**config.mk**
```make
export PLATFORM = sky130hd
export DESIGN_NAME = output_port_allocator
export DESIGN_NICKNAME = d
export VERILOG_FILES = /design/src/rtl/output_port_allocator_pkg.sv /design/src/rtl/output_port_allocator_rr_arbiter.sv /design/src/rtl/output_port_allocator.sv
export SDC_FILE = /design/constraint.sdc
export NUM_CORES = 1
export LEC_CHECK = 0
export BUFFER_PORTS_ARGS = -buffer_cell sky130_fd_sc_hd__buf_2
export CAP_MARGIN = 30
export CORE_UTILIZATION = 53
export CTS_BUF_LIST = sky130_fd_sc_hd__clkbuf_8
export CTS_CLUSTER_SIZE = 20
export DETAILED_ROUTE_END_ITERATION = 12
export PLACE_DENSITY = 0.88
export SYNTH_ARGS = -nofsm -noshare
export SYNTH_HDL_FRONTEND = slang
export SYNTH_SLANG_ARGS = --single-unit
export TNS_END_PERCENT = 1
```
**constraint.sdc**
```tcl
create_clock -name i_clk -period 4.05 [get_ports i_clk]
set_clock_uncertainty 0.1 [all_clocks]
set_input_delay 0.81 -clock i_clk [delete_from_list [all_inputs] [get_ports i_clk]]
set_output_delay 0.81 -clock i_clk [all_outputs]
set_load 0.02 [all_outputs]
```
**src/rtl/output_port_allocator_pkg.sv**
```systemverilog
// rtl/output_port_allocator_pkg.sv - shared router flit codes, port indices and allocator state type
package output_port_allocator_pkg;

    // Head-flit type codes shared by all router blocks
    localparam logic [2:0] HEADER  = 3'b001;
    localparam logic [2:0] PAYLOAD = 3'b010;
    localparam logic [2:0] TAIL    = 3'b100;

    // Input port indices (bit positions in req/empty/grant/rd_en)
    localparam int PORT_L = 0;
    localparam int PORT_N = 1;
    localparam int PORT_E = 2;
    localparam int PORT_W = 3;
    localparam int PORT_S = 4;

    typedef enum logic {
        ST_IDLE   = 1'b0,
        ST_LOCKED = 1'b1
    } alloc_state_t;

endpackage

```
**src/rtl/output_port_allocator_rr_arbiter.sv**
```systemverilog
// rtl/output_port_allocator_rr_arbiter.sv - combinational round-robin picker starting after ptr
module rr_arbiter #(
    parameter int NPORTS = 5,
    parameter int PW     = $clog2(NPORTS)
) (
    input  logic [NPORTS-1:0] i_eligible,
    input  logic [PW-1:0]     i_ptr,
    output logic [NPORTS-1:0] o_winner,
    output logic              o_any
);

    // Rotate so that port ptr+1 lands at bit 0, take the lowest set bit,
    // then rotate the one-hot back into port order.
    logic [PW:0]       w_shift;
    logic [NPORTS-1:0] w_rot;
    logic [NPORTS-1:0] w_rot_oh;

    assign w_shift  = {1'b0, i_ptr} + {{PW{1'b0}}, 1'b1};
    assign w_rot    = NPORTS'({i_eligible, i_eligible} >> w_shift);
    assign w_rot_oh = w_rot & (~w_rot + NPORTS'(1));
    assign o_winner = NPORTS'(({w_rot_oh, w_rot_oh} << w_shift) >> NPORTS);
    assign o_any    = |i_eligible;

endmodule

```
**src/rtl/output_port_allocator.sv**
```systemverilog
// rtl/output_port_allocator.sv - per-output-port packet-locking switch allocator with credit flow control
module output_port_allocator
    import output_port_allocator_pkg::*;
#(
    parameter int NPORTS  = 5,
    parameter int CREDITS = 4,
    parameter int CW      = $clog2(CREDITS + 1)
) (
    input  logic                  i_clk,
    input  logic                  i_rst,
    input  logic [NPORTS-1:0]     i_req,
    input  logic [NPORTS-1:0]     i_empty,
    input  logic [3*NPORTS-1:0]   i_flit_id,
    input  logic                  i_credit_in,
    output logic [NPORTS-1:0]     o_grant,
    output logic [NPORTS-1:0]     o_rd_en,
    output logic                  o_valid_out,
    output logic [CW-1:0]         o_credit_cnt
);

    localparam int PW = $clog2(NPORTS);

    alloc_state_t      r_state, w_state_nxt;
    logic [NPORTS-1:0] r_grant, w_grant_nxt;
    logic [PW-1:0]     r_ptr, w_ptr_nxt;
    logic [CW-1:0]     r_credit_cnt, w_credit_nxt;

    logic [NPORTS-1:0] w_is_header;
    logic [NPORTS-1:0] w_is_tail;
    logic [NPORTS-1:0] w_eligible;
    logic [NPORTS-1:0] w_win_oh;
    logic [NPORTS-1:0] w_rd_en;
    logic [PW-1:0]     w_win_idx;
    logic              w_win_any;
    logic              w_has_credit;
    logic              w_valid;
    logic              w_tail_xfer;

    // Decode each FIFO's head flit type
    always_comb begin
        w_is_header = '0;
        w_is_tail   = '0;
        for (int i = 0; i < NPORTS; i++) begin
            w_is_header[i] = (i_flit_id[3*i +: 3] == HEADER);
            w_is_tail[i]   = (i_flit_id[3*i +: 3] == TAIL);
        end
    end

    assign w_eligible = i_req & ~i_empty & w_is_header;

    rr_arbiter #(
        .NPORTS (NPORTS),
        .PW     (PW)
    ) u_rr_arbiter (
        .i_eligible (w_eligible),
        .i_ptr      (r_ptr),
        .o_winner   (w_win_oh),
        .o_any      (w_win_any)
    );

    // One-hot winner to index, so ptr remembers who was served last
    always_comb begin
        w_win_idx = '0;
        for (int i = 0; i < NPORTS; i++) begin
            if (w_win_oh[i]) begin
                w_win_idx = PW'(i);
            end
        end
    end

    // Pop only the owner, only with a downstream slot free, never while in reset
    assign w_has_credit = (r_credit_cnt != '0);
    assign w_rd_en      = (i_rst && (r_state == ST_LOCKED) && w_has_credit)
                          ? (r_grant & ~i_empty) : '0;
    assign w_valid      = |w_rd_en;
    assign w_tail_xfer  = |(w_rd_en & w_is_tail);

    // Next state: arbitrate in IDLE, hold the lock until the tail leaves
    always_comb begin
        w_state_nxt = r_state;
        w_grant_nxt = r_grant;
        w_ptr_nxt   = r_ptr;
        case (r_state)
            ST_IDLE: begin
                if (w_win_any) begin
                    w_grant_nxt = w_win_oh;
                    w_ptr_nxt   = w_win_idx;
                    w_state_nxt = ST_LOCKED;
                end
            end
            ST_LOCKED: begin
                if (w_tail_xfer) begin
                    w_grant_nxt = '0;
                    w_state_nxt = ST_IDLE;
                end
            end
            default: begin
                w_grant_nxt = '0;
                w_state_nxt = ST_IDLE;
            end
        endcase
    end

    // Credit count: a send consumes, a return refills, a surplus return is dropped
    always_comb begin
        w_credit_nxt = r_credit_cnt;
        case ({w_valid, i_credit_in})
            2'b10:   w_credit_nxt = r_credit_cnt - CW'(1);
            2'b01:   if (r_credit_cnt != CW'(CREDITS)) w_credit_nxt = r_credit_cnt + CW'(1);
            default: w_credit_nxt = r_credit_cnt;
        endcase
    end

    // State, grant, priority pointer and credit registers
    always_ff @(posedge i_clk) begin
        if (!i_rst) begin
            r_state      <= ST_IDLE;
            r_grant      <= '0;
            r_ptr        <= PW'(NPORTS - 1);
            r_credit_cnt <= CW'(CREDITS);
        end else begin
            r_state      <= w_state_nxt;
            r_grant      <= w_grant_nxt;
            r_ptr        <= w_ptr_nxt;
            r_credit_cnt <= w_credit_nxt;
        end
    end

    assign o_grant      = r_grant;
    assign o_rd_en      = w_rd_en;
    assign o_valid_out  = w_valid;
    assign o_credit_cnt = r_credit_cnt;

endmodule

```
==> flow_metrics.py, run 1 <==
metrics = {
    "status": {
        "status": "completed",
    },
    "global_route": {
        "grt_remaining_overflow": 0,
        "grt_pass1_wl_mm": 6.886,
        "globalRouteTotalUtil_pct": 33.39,
        "grt_max_degree": 22,
        "grt_pass1_vias": 1526,
        "antenna_found_initial": 0,
    },
    "synth": {
        "synth_common_cells": "nor2_1 (24), nand2_1 (15), dfxtp_1 (12)",
        "synth_ff_type": "dfxtp_1",
        "synth_edf_count": 0,
        "synth_cells": 187,
        "ys_warn_count": 0,
        "synthTopCellsByArea": "dfxtp_1 (17%), nor2_1 (6.5%), nand2_1 (4.1%)",
        "synth.cell_area_um2": 1385,
        "yosysUniqueCellTypes": 62,
        "avgSynthCellArea_um2": 7.407,
        "synth_top_area_share_pct": 17.34,
        "synth_seq_area_share_pct": 17.34,
        "yosys_register_bits": 12,
        "yosysTopAreaCell": "dfxtp_1",
        "synth_fp_nets": 217,
        "synthArstFlopShare_pct": 0,
        "yosysMostFrequentCell": "nor2_1",
    },
    "drt": {
        "avgViaCountPerCell": 6.450,
        "dr.pass1.iters": 4,
        "ant_nets": 0,
        "vias": 1690,
        "drc_errors": 0,
        "wl_per_cell_um": 16.14,
        "wirelength_mm": 4.229,
        "drt_iter0_drc": 58,
    },
    "setup_path": {
        "crit_path_max_incr_delay_ns": 0.60,
        "crit_cells": 10,
        "crit_arrival_ns": 3.69,
        "crit_fanout": 4,
        "slowest_stage": "or4b_1",
        "endpoint_kind": "register",
        "crit_chain": "buf_2 -> or4b_1 -> or2_2 -> mux4_1 -> o21ai_0 -> nor4bb_1 -> a311oi_1 -> a32oi_1 -> o31ai_1 -> a21oi_1",
        "cp.buffers_inverters": 1,
        "startpoint_type": "input port",
        "critical_path_class": "input port to register",
        "cp_top_family": "compound AO/OA/AOI/OAI gates",
        "rr_worst_depth": 9,
        "crit_required_ns": 4.07,
    },
    "cts": {
        "cts_hold_buf": 0,
        "cts_tree": "done",
        "clk_pin_slew_worst_paths_ns": 0.05,
        "cts_sinks": 12,
        "cts_buffers": 3,
        "post-cts-setup-buffers": 0,
        "htreeDepth": 1,
        "cts_resized": 0,
        "cts_max_path_buffers": 2,
        "clock_latency_ns": 0.24,
        "cts-root-buf": "clkbuf_8",
    },
    "sta": {
        "slew_headroom_pct": 43.00,
        "fin_ws_ns": 0.3811,
        "hold_violations": 0,
        "period_share_pct": 90.59,
        "rsz0062_at_grt": "no",
        "finalSetupTns_ns": 0,
        "drv_slew": 0,
        "fmax_mhz": 272.6,
        "tightest_slew_ns": 0.8443,
        "setup_viol": 0,
        "fin_crit_ns": 3.669,
    },
    "place": {
        "place_area_um2": 1645,
        "io_buffers": 41,
        "place.gp.congestion": 0.9270,
        "dp_slack_ns": 0.2248,
        "dp_hpwl_mm": 3.338,
    },
    "cells_and_area": {
        "fin_area_um2": 1700,
        "fin_nets": 263,
        "drive_gt1_share_pct": 27.16,
        "diodes": 0,
        "area_growth_pct": 22.76,
    },
    "job": {
        "maxCapViolations": 0,
    },
    "power_and_ir_drop": {
        "vdd_drop_max_v": 0.0003434,
        "p_per_area_nw_per_um2": 277.8,
        "p_total_w": 0.0004723,
        "p_leak_nw": 0.7212,
    },
    "floorplan": {
        "start_util_pct": 55.91,
        "die_x_um": 53.12,
        "core_um2": 2477,
        "die_h_um": 53.12,
        "die_area_um2": 2822,
        "num_rows": 18,
        "io_pins": 42,
    },
    "hold_path": {
        "min_path_type": "register to register",
        "hold_depth": 2,
    },
}
[stage by stage]
stage,hold slack [ns],util [%],instances
2_1_floorplan,0.3945,-,187
3_3_place_gp,0.3682,66.41,258
3_5_place_dp,0.3695,66.41,258
4_1_cts,0.3867,68.64,262
5_1_grt,0.4114,68.64,262
6_report,0.3909,68.64,262
[placed cells by master (no fill, tap or decap), drive strengths merged, types with 3 or more instances in the layout]
cell	synthesis	routed
o31ai	4	4
nor4b	4	4
mux4	3	3
o22ai	3	3
or2	5	5
o211ai	4	4
a211oi	3	3
a31oi	5	5
or3	3	3
nor3	9	9
inv	10	10
or3b	3	3
nand2b	4	4
nor3b	3	3
or4b	3	3
nor2	24	24
dfxtp	12	12
clkbuf	3	4
o21ai	10	10
nand2	15	15
a21oi	8	8
buf	2	46
nand3	10	10
[metal layers]
metal	vias to the layer above	wire, µm	global-route usage, %
met2	90	1974	56.96
li1	815	-	-
met1	770	1828	41.54
met3	15	317	6.034
met4	0	109	11.84
met5	-	0	0
[layout make-up]
cell class	count	area, µm²
clock buffers	4	55.05
fillers	221	777.0
inverters	11	41.29
multi-input cells	159	1084
flip-flops and latches	12	240.2
well taps	30	37.54
repair buffers	46	242.7
[state kept, by name (all words and copies together) (netlist names)]
| register | cells |
|---|---|
| r_state | 1 |
| r_ptr | 3 |
| o_credit_cnt | 3 |
| o_grant | 5 |
[path summary, 6_finish.rpt]
check / slack [ns] / startpoint / end
min reg2reg: 0.39 / o_grant[4] / o_grant[4]
max reg2reg: 0.90 / o_credit_cnt[0] / o_credit_cnt[2]
min: 0.39 / o_grant[4] / o_grant[4]
max: 0.38 / i_empty[0] / r_ptr[1]
[kinds of logic (layout without fill, tap and decap cells)]
logic type               after synthesis  count (layout)  synth area share (%)
AND/OR/NAND/NOR                       90              90                 36.04
adder cells (fa/ha/maj)                2               2                 2.349
buffers and inverters                 16              61                 4.426
XOR/XNOR                               4               4                 2.530
AO/OA/AOI/OAI                         56              56                 28.55
multiplexers                           7               7                 8.762
flip-flops                            12              12                 17.34
[tightest hold or removal path: cells and delay by family, from the launching register on]
kind            cells  cell delay (ns)
simple gates        1             0.07
flops               1             0.32
compound gates      1             0.05
[power by group]
part	leakage, nW	internal (W)	switching (W)
logic	0.595	0.0000798	0.000115
clock network	0.0288	0.0000858	0.0000436
registers	0.0974	0.000131	0.0000169
total	0.721	0.000297	0.000175
Note: power is estimated with default switching activity, not from simulation.
==> run 2: changes to the inputs <==
==> constraint.sdc (replaced) <==
create_clock -name i_clk -period 3.4 [get_ports i_clk]
set_clock_uncertainty 0.1 [all_clocks]
set_input_delay 0.68 -clock i_clk [delete_from_list [all_inputs] [get_ports i_clk]]
set_output_delay 0.68 -clock i_clk [all_outputs]
set_load 0.02 [all_outputs]
==> flow_metrics.py, run 2 (synthesis results as in run 1) <==
metrics = {
    "setup_path": {
        "crit_path_max_incr_delay_ns": 0.52,
        "crit_arrival_ns": 3.42,
        "crit_chain": "buf_6 -> or3b_4 -> or2_4 -> mux2_4 -> mux4_2 -> o22a_1 -> or4_4 -> a311oi_4 -> nor3_2 -> a211oi_2",
        "crit_fanout": 4,
        "cp.buffers_inverters": 1,
        "critical_path_class": "input port to register",
        "endpoint_kind": "register",
        "startpoint_type": "input port",
        "cp_top_family": "simple AND/OR/NAND/NOR gates",
        "slowest_stage": "or4_4",
        "crit_required_ns": 3.46,
    },
    "power_and_ir_drop": {
        "pwr-share-seq_pct": 30.8,
        "p_leak_nw": 0.8477,
        "swShare_pct": 36.97,
        "p_total_w": 0.0005945,
        "vdd_drop_max_v": 0.0003772,
        "clkPwrFrac_pct": 25.5,
        "cellInternalPower_w": 0.0003747,
        "switchingPower_w": 0.0002197,
        "p_per_area_nw_per_um2": 306.7,
        "pwr-share-comb_pct": 43.7,
    },
    "job": {
        "maxCapViolations": 0,
    },
    "sta": {
        "period_share_pct": 99.02,
        "slew_headroom_pct": 45.77,
        "finalSetupTns_ns": 0,
        "rsz0062_at_grt": "yes",
        "fmax_mhz": 297.0,
        "setup_viol": 0,
        "drv_slew": 0,
        "hold_violations": 0,
        "tightest_slew_ns": 0.8032,
        "fin_crit_ns": 3.367,
        "fin_hold_ws_ns": 0.4008,
    },
    "cts": {
        "post-cts-setup-buffers": 0,
        "htreeDepth": 1,
        "cts_sinks": 12,
        "cts_tree": "done",
        "cts_max_path_buffers": 2,
        "clock_latency_ns": 0.24,
        "cts-root-buf": "clkbuf_8",
        "cts_buffers": 3,
        "cts_hold_buf": 0,
        "clk_pin_slew_worst_paths_ns": 0.05,
    },
    "cells_and_area": {
        "nFillCells": 176,
        "layout_commonest_cell": "buf_2",
        "final_cell_mix": "buf_2 (39), buf_4 (26), nor2_1 (23)",
        "drive_gt1_share_pct": 37.55,
        "fin_cells": 283,
        "largest_reg_flops": 5,
        "area_growth_pct": 39.93,
        "fin_nets": 284,
        "diodes": 0,
    },
    "drt": {
        "dr.pass1.iters": 4,
        "wl_per_cell_um": 16.38,
        "ant_nets": 0,
        "drt_iter0_drc": 91,
        "vias": 1817,
        "wirelength_mm": 4.635,
        "avgViaCountPerCell": 6.420,
        "drc_errors": 0,
    },
    "global_route": {
        "grt_pass1_wl_mm": 7.507,
        "antenna_found_initial": 0,
        "grt_pass1_vias": 1757,
        "grt_max_degree": 14,
        "grt_remaining_overflow": 0,
        "globalRouteTotalUtil_pct": 36.28,
    },
    "place": {
        "dp_hpwl_mm": 3.550,
        "place.gp.congestion": 0.8934,
        "dpl.cell_count": 279,
        "io_buffers": 41,
    },
    "hold_path": {
        "min_path_type": "register to register",
    },
    "floorplan": {
        "io_pins": 42,
        "num_rows": 18,
        "die_x_um": 53.12,
        "die_area_um2": 2822,
        "start_util_pct": 55.91,
        "die_h_um": 53.12,
        "core_um2": 2477,
    },
    "status": {
        "status": "completed",
    },
}
## run 2: cell types whose count changed in the layout (fill, tap and decap cells not counted), sizes merged
cell	delta
buf	+21
## run 2: timing repair
action,in CTS,in global routing
gates resized for setup,8,8
pin swaps,4,5
setup endpoints to repair,4,8
## run 2: stage by stage
| step | cell area, µm² | utilization (%) | worst slack (ns) |
|---|---|---|---|
| 6_report | 1938 | 78.23 | 0.03315 |
| 5_1_grt | 1938 | 78.23 | -0.04246 |
| 4_1_cts | 1911 | 77.12 | -0.01878 |
| 3_5_place_dp | 1810 | 73.08 | -0.3313 |
| 3_3_place_gp | 1810 | 73.08 | -0.2273 |
| 2_1_floorplan | 1393 | - | 0.01023 |
## run 2: layer usage
layer	track usage [%]	wire length [µm]
met2	65.40	2274
met4	10.09	112
met1	43.98	1832
met3	5.460	416
met5	0	0
## run 2: power groups by stage
| stage | registers, W | clock network (W) | logic [W] |
|---|---|---|---|
| 2_1_floorplan | 0.000190 | 0 | 0.000147 |
| 3_3_place_gp | 0.000184 | 0 | 0.000228 |
| 3_5_place_dp | 0.000185 | 0 | 0.000237 |
| 4_1_cts | 0.000182 | 0.000154 | 0.000247 |
| 5_1_grt | 0.000186 | 0.000162 | 0.000282 |
| 6_report | 0.000183 | 0.000151 | 0.000260 |
## run 2: final timing paths
path	startpoint	end	slack, ns	cells after the start
worst max-delay path	i_empty[3]	r_ptr[0]	0.03	10
worst min-delay path	o_grant[2]	o_grant[2]	0.40	2
worst max register to register	o_credit_cnt[0]	o_credit_cnt[2]	0.29	9
worst min register to register	o_grant[2]	o_grant[2]	0.40	2
## run 2: area by class of cell
class	count	area (µm²)	share of cell area, %
inverter	11	41.29	2.130
clock buffer	4	55.05	2.841
multi-input combinational	159	1151	59.39
timing repair buffer	67	412.9	21.30
sequential	12	240.2	12.40
tap	30	37.54	1.937
## run 2: worst min-delay path, delay by kind of cell (launching register included)
| family | cells | cell delay [ns] |
|---|---|---|
| AOI/OAI and AO/OA | 1 | 0.05 |
| DFF | 1 | 0.33 |
| and+or+nand+nor | 1 | 0.07 |
==> run 3: changes to the inputs <==
--- a/config.mk
+++ b/config.mk
@@ -7,11 +7,13 @@
 export LEC_CHECK = 0
 export BUFFER_PORTS_ARGS = -buffer_cell sky130_fd_sc_hd__buf_2
 export CAP_MARGIN = 30
-export CORE_UTILIZATION = 53
-export CTS_BUF_LIST = sky130_fd_sc_hd__clkbuf_8
+export CORE_MARGIN = 2
+export CORE_UTILIZATION = 52
+export CTS_BUF_LIST = sky130_fd_sc_hd__clkbuf_16
 export CTS_CLUSTER_SIZE = 20
 export DETAILED_ROUTE_END_ITERATION = 12
-export PLACE_DENSITY = 0.88
+export HOLD_SLACK_MARGIN = 0.08
+export PLACE_DENSITY = 0.87
 export SYNTH_ARGS = -nofsm -noshare
 export SYNTH_HDL_FRONTEND = slang
 export SYNTH_SLANG_ARGS = --single-unit
==> flow_metrics.py, run 3 (synthesis results as in run 1) <==
metrics = {
    "drt": {
        "drt_iter0_drc": 89,
        "wirelength_mm": 4.537,
        "wl_per_cell_um": 15.86,
        "avgViaCountPerCell": 6.192,
        "vias": 1771,
        "ant_nets": 0,
        "dr.pass1.iters": 4,
        "drc_errors": 0,
    },
    "cts": {
        "cts_tree": "done",
        "cts_buffers": 3,
        "cts-root-buf": "clkbuf_16",
        "cts_hold_buf": 0,
        "clk_pin_slew_worst_paths_ns": 0.04,
        "cts_max_path_buffers": 2,
        "htreeDepth": 1,
        "clock_latency_ns": 0.24,
        "cts_sinks": 12,
    },
    "floorplan": {
        "num_rows": 18,
        "die_h_um": 55.61,
        "die_x_um": 55.61,
        "die_area_um2": 3092,
        "core_um2": 2500,
        "start_util_pct": 55.41,
        "io_pins": 42,
    },
    "cells_and_area": {
        "largest_reg_flops": 5,
        "layout_commonest_cell": "buf_2",
        "final_cell_mix": "buf_2 (41), buf_4 (29), nor2_1 (23)",
        "area_growth_pct": 39.93,
        "drive_gt1_share_pct": 35.55,
        "final_util_pct": 77.53,
        "fin_area_um2": 1938,
        "fin_nets": 287,
        "diodes": 0,
    },
    "sta": {
        "fmax_mhz": 299.0,
        "fin_crit_ns": 3.345,
        "drv_slew": 0,
        "slew_headroom_pct": 45.79,
        "tightest_slew_ns": 0.8030,
        "period_share_pct": 98.38,
        "setup_viol": 0,
        "hold_violations": 0,
        "rsz0062_at_grt": "yes",
    },
    "status": {
        "status": "completed",
    },
    "hold_path": {
        "min_from": "o_grant[2]",
        "hold_depth": 2,
        "min_path_type": "register to register",
        "min_to": "o_grant[2]",
    },
    "setup_path": {
        "crit_arrival_ns": 3.34,
        "rrSetupSlack_ns": 0.29,
        "crit_required_ns": 3.39,
        "critical_path_class": "input port to register",
        "rr_worst_depth": 9,
        "crit_fanout": 3,
        "r2r-start": "o_credit_cnt[0]",
        "slowest_stage": "or4b_4",
        "crit_path_max_incr_delay_ns": 0.56,
        "startpoint_type": "input port",
        "cp.buffers_inverters": 3,
        "cp_top_family": "simple AND/OR/NAND/NOR gates",
        "crit_chain": "buf_2 -> or4b_4 -> or2_0 -> buf_4 -> mux4_1 -> o21ai_1 -> buf_4 -> nor4b_1 -> o2111ai_1 -> o31ai_1 -> o21ai_1 -> o211ai_1",
        "r2r_end": "o_credit_cnt[2]",
        "endpoint_kind": "register",
    },
    "job": {
        "maxCapViolations": 0,
    },
    "place": {
        "io_buffers": 41,
        "place.gp.congestion": 0.9206,
        "place_area_um2": 1833,
        "dp_hpwl_mm": 3.591,
    },
    "global_route": {
        "grt_pass1_wl_mm": 7.445,
        "grt_max_degree": 13,
        "globalRouteTotalUtil_pct": 29.62,
        "grt_remaining_overflow": 0,
        "antenna_found_initial": 0,
        "grt_pass1_vias": 1731,
    },
    "power_and_ir_drop": {
        "p_total_w": 0.0006416,
        "vdd_drop_max_v": 0.0005471,
        "p_per_area_nw_per_um2": 331.1,
        "p_leak_nw": 0.8496,
    },
}
## run 3: cell types whose count changed in the layout (fill, tap and decap cells not counted), moves of 2 or more
| cell | delta |
|---|---|
| clkbuf_8 | -4 |
| buf_4 | +3 |
| clkbuf_16 | +3 |
| buf_2 | +2 |
| buf_6 | -2 |
## run 3: tightest hold or removal path: cells and delay by family, from the launching register on
kind             cells  cell delay, ns
flip-flops           1            0.32
AND/OR/NAND/NOR      1            0.07
AO/OA/AOI/OAI        1            0.05
## run 3: timing repair
item	CTS	global route
gates resized for setup	3	4
cloned	0	0
pin swaps	4	3
setup endpoints to repair	4	7
buffers inserted	0	0
## run 3: how the worst max path moves through the flow
stage	cells past startpoint	end	startpoint	slack [ns]
6_report	12	r_ptr[2]	i_empty[1]	0.06
5_1_grt	11	r_ptr[0]	i_empty[1]	-0.08
4_1_cts	10	r_ptr[0]	i_empty[3]	0.02
3_5_place_dp	10	r_ptr[0]	i_empty[3]	-0.26
3_3_place_gp	11	r_ptr[2]	i_empty[0]	-0.20
2_1_floorplan	9	r_ptr[0]	i_empty[3]	0.01
## run 3: area by class of cell
class | count | area (µm²)
fill | 188 | 561.8
multi-input combinational | 159 | 1117
sequential | 12 | 240.2
inverter | 11 | 41.29
clock buffer | 3 | 75.07
timing repair buffer | 70 | 422.9
tap | 30 | 37.54
clock inverter | 1 | 3.754
## run 3: routing by layer
layer | wire [µm] | track usage [%] | up-vias | part of all wire [%]
met5 | 0 | 0 | - | 0
met4 | 91 | 9.408 | 0 | 2.0
met3 | 287 | 3.721 | 11 | 6.3
met2 | 2253 | 53.40 | 83 | 50
met1 | 1905 | 36.27 | 812 | 42
li1 | - | - | 865 | -
## run 3: per-stage QoR
step	TNS, ns	std cells	hold slack, ns	setup slack (ns)
2_1_floorplan	0	187	0.3945	0.01023
3_3_place_gp	-1.013	282	0.3669	-0.2003
3_5_place_dp	-1.477	282	0.3770	-0.2639
4_1_cts	0	286	0.3997	0.01812
5_1_grt	-0.2384	286	0.4199	-0.08454
6_report	0	286	0.3915	0.05500
## run 3: report_power, final
group	internal (W)	switching, W	total (W)	leakage (nW)
combinational	0.000112	0.000137	0.000249	0.714
clock	0.000154	0.0000559	0.000210	0.0385
sequential	0.000157	0.0000257	0.000183	0.0974
total	0.000423	0.000219	0.000642	0.850
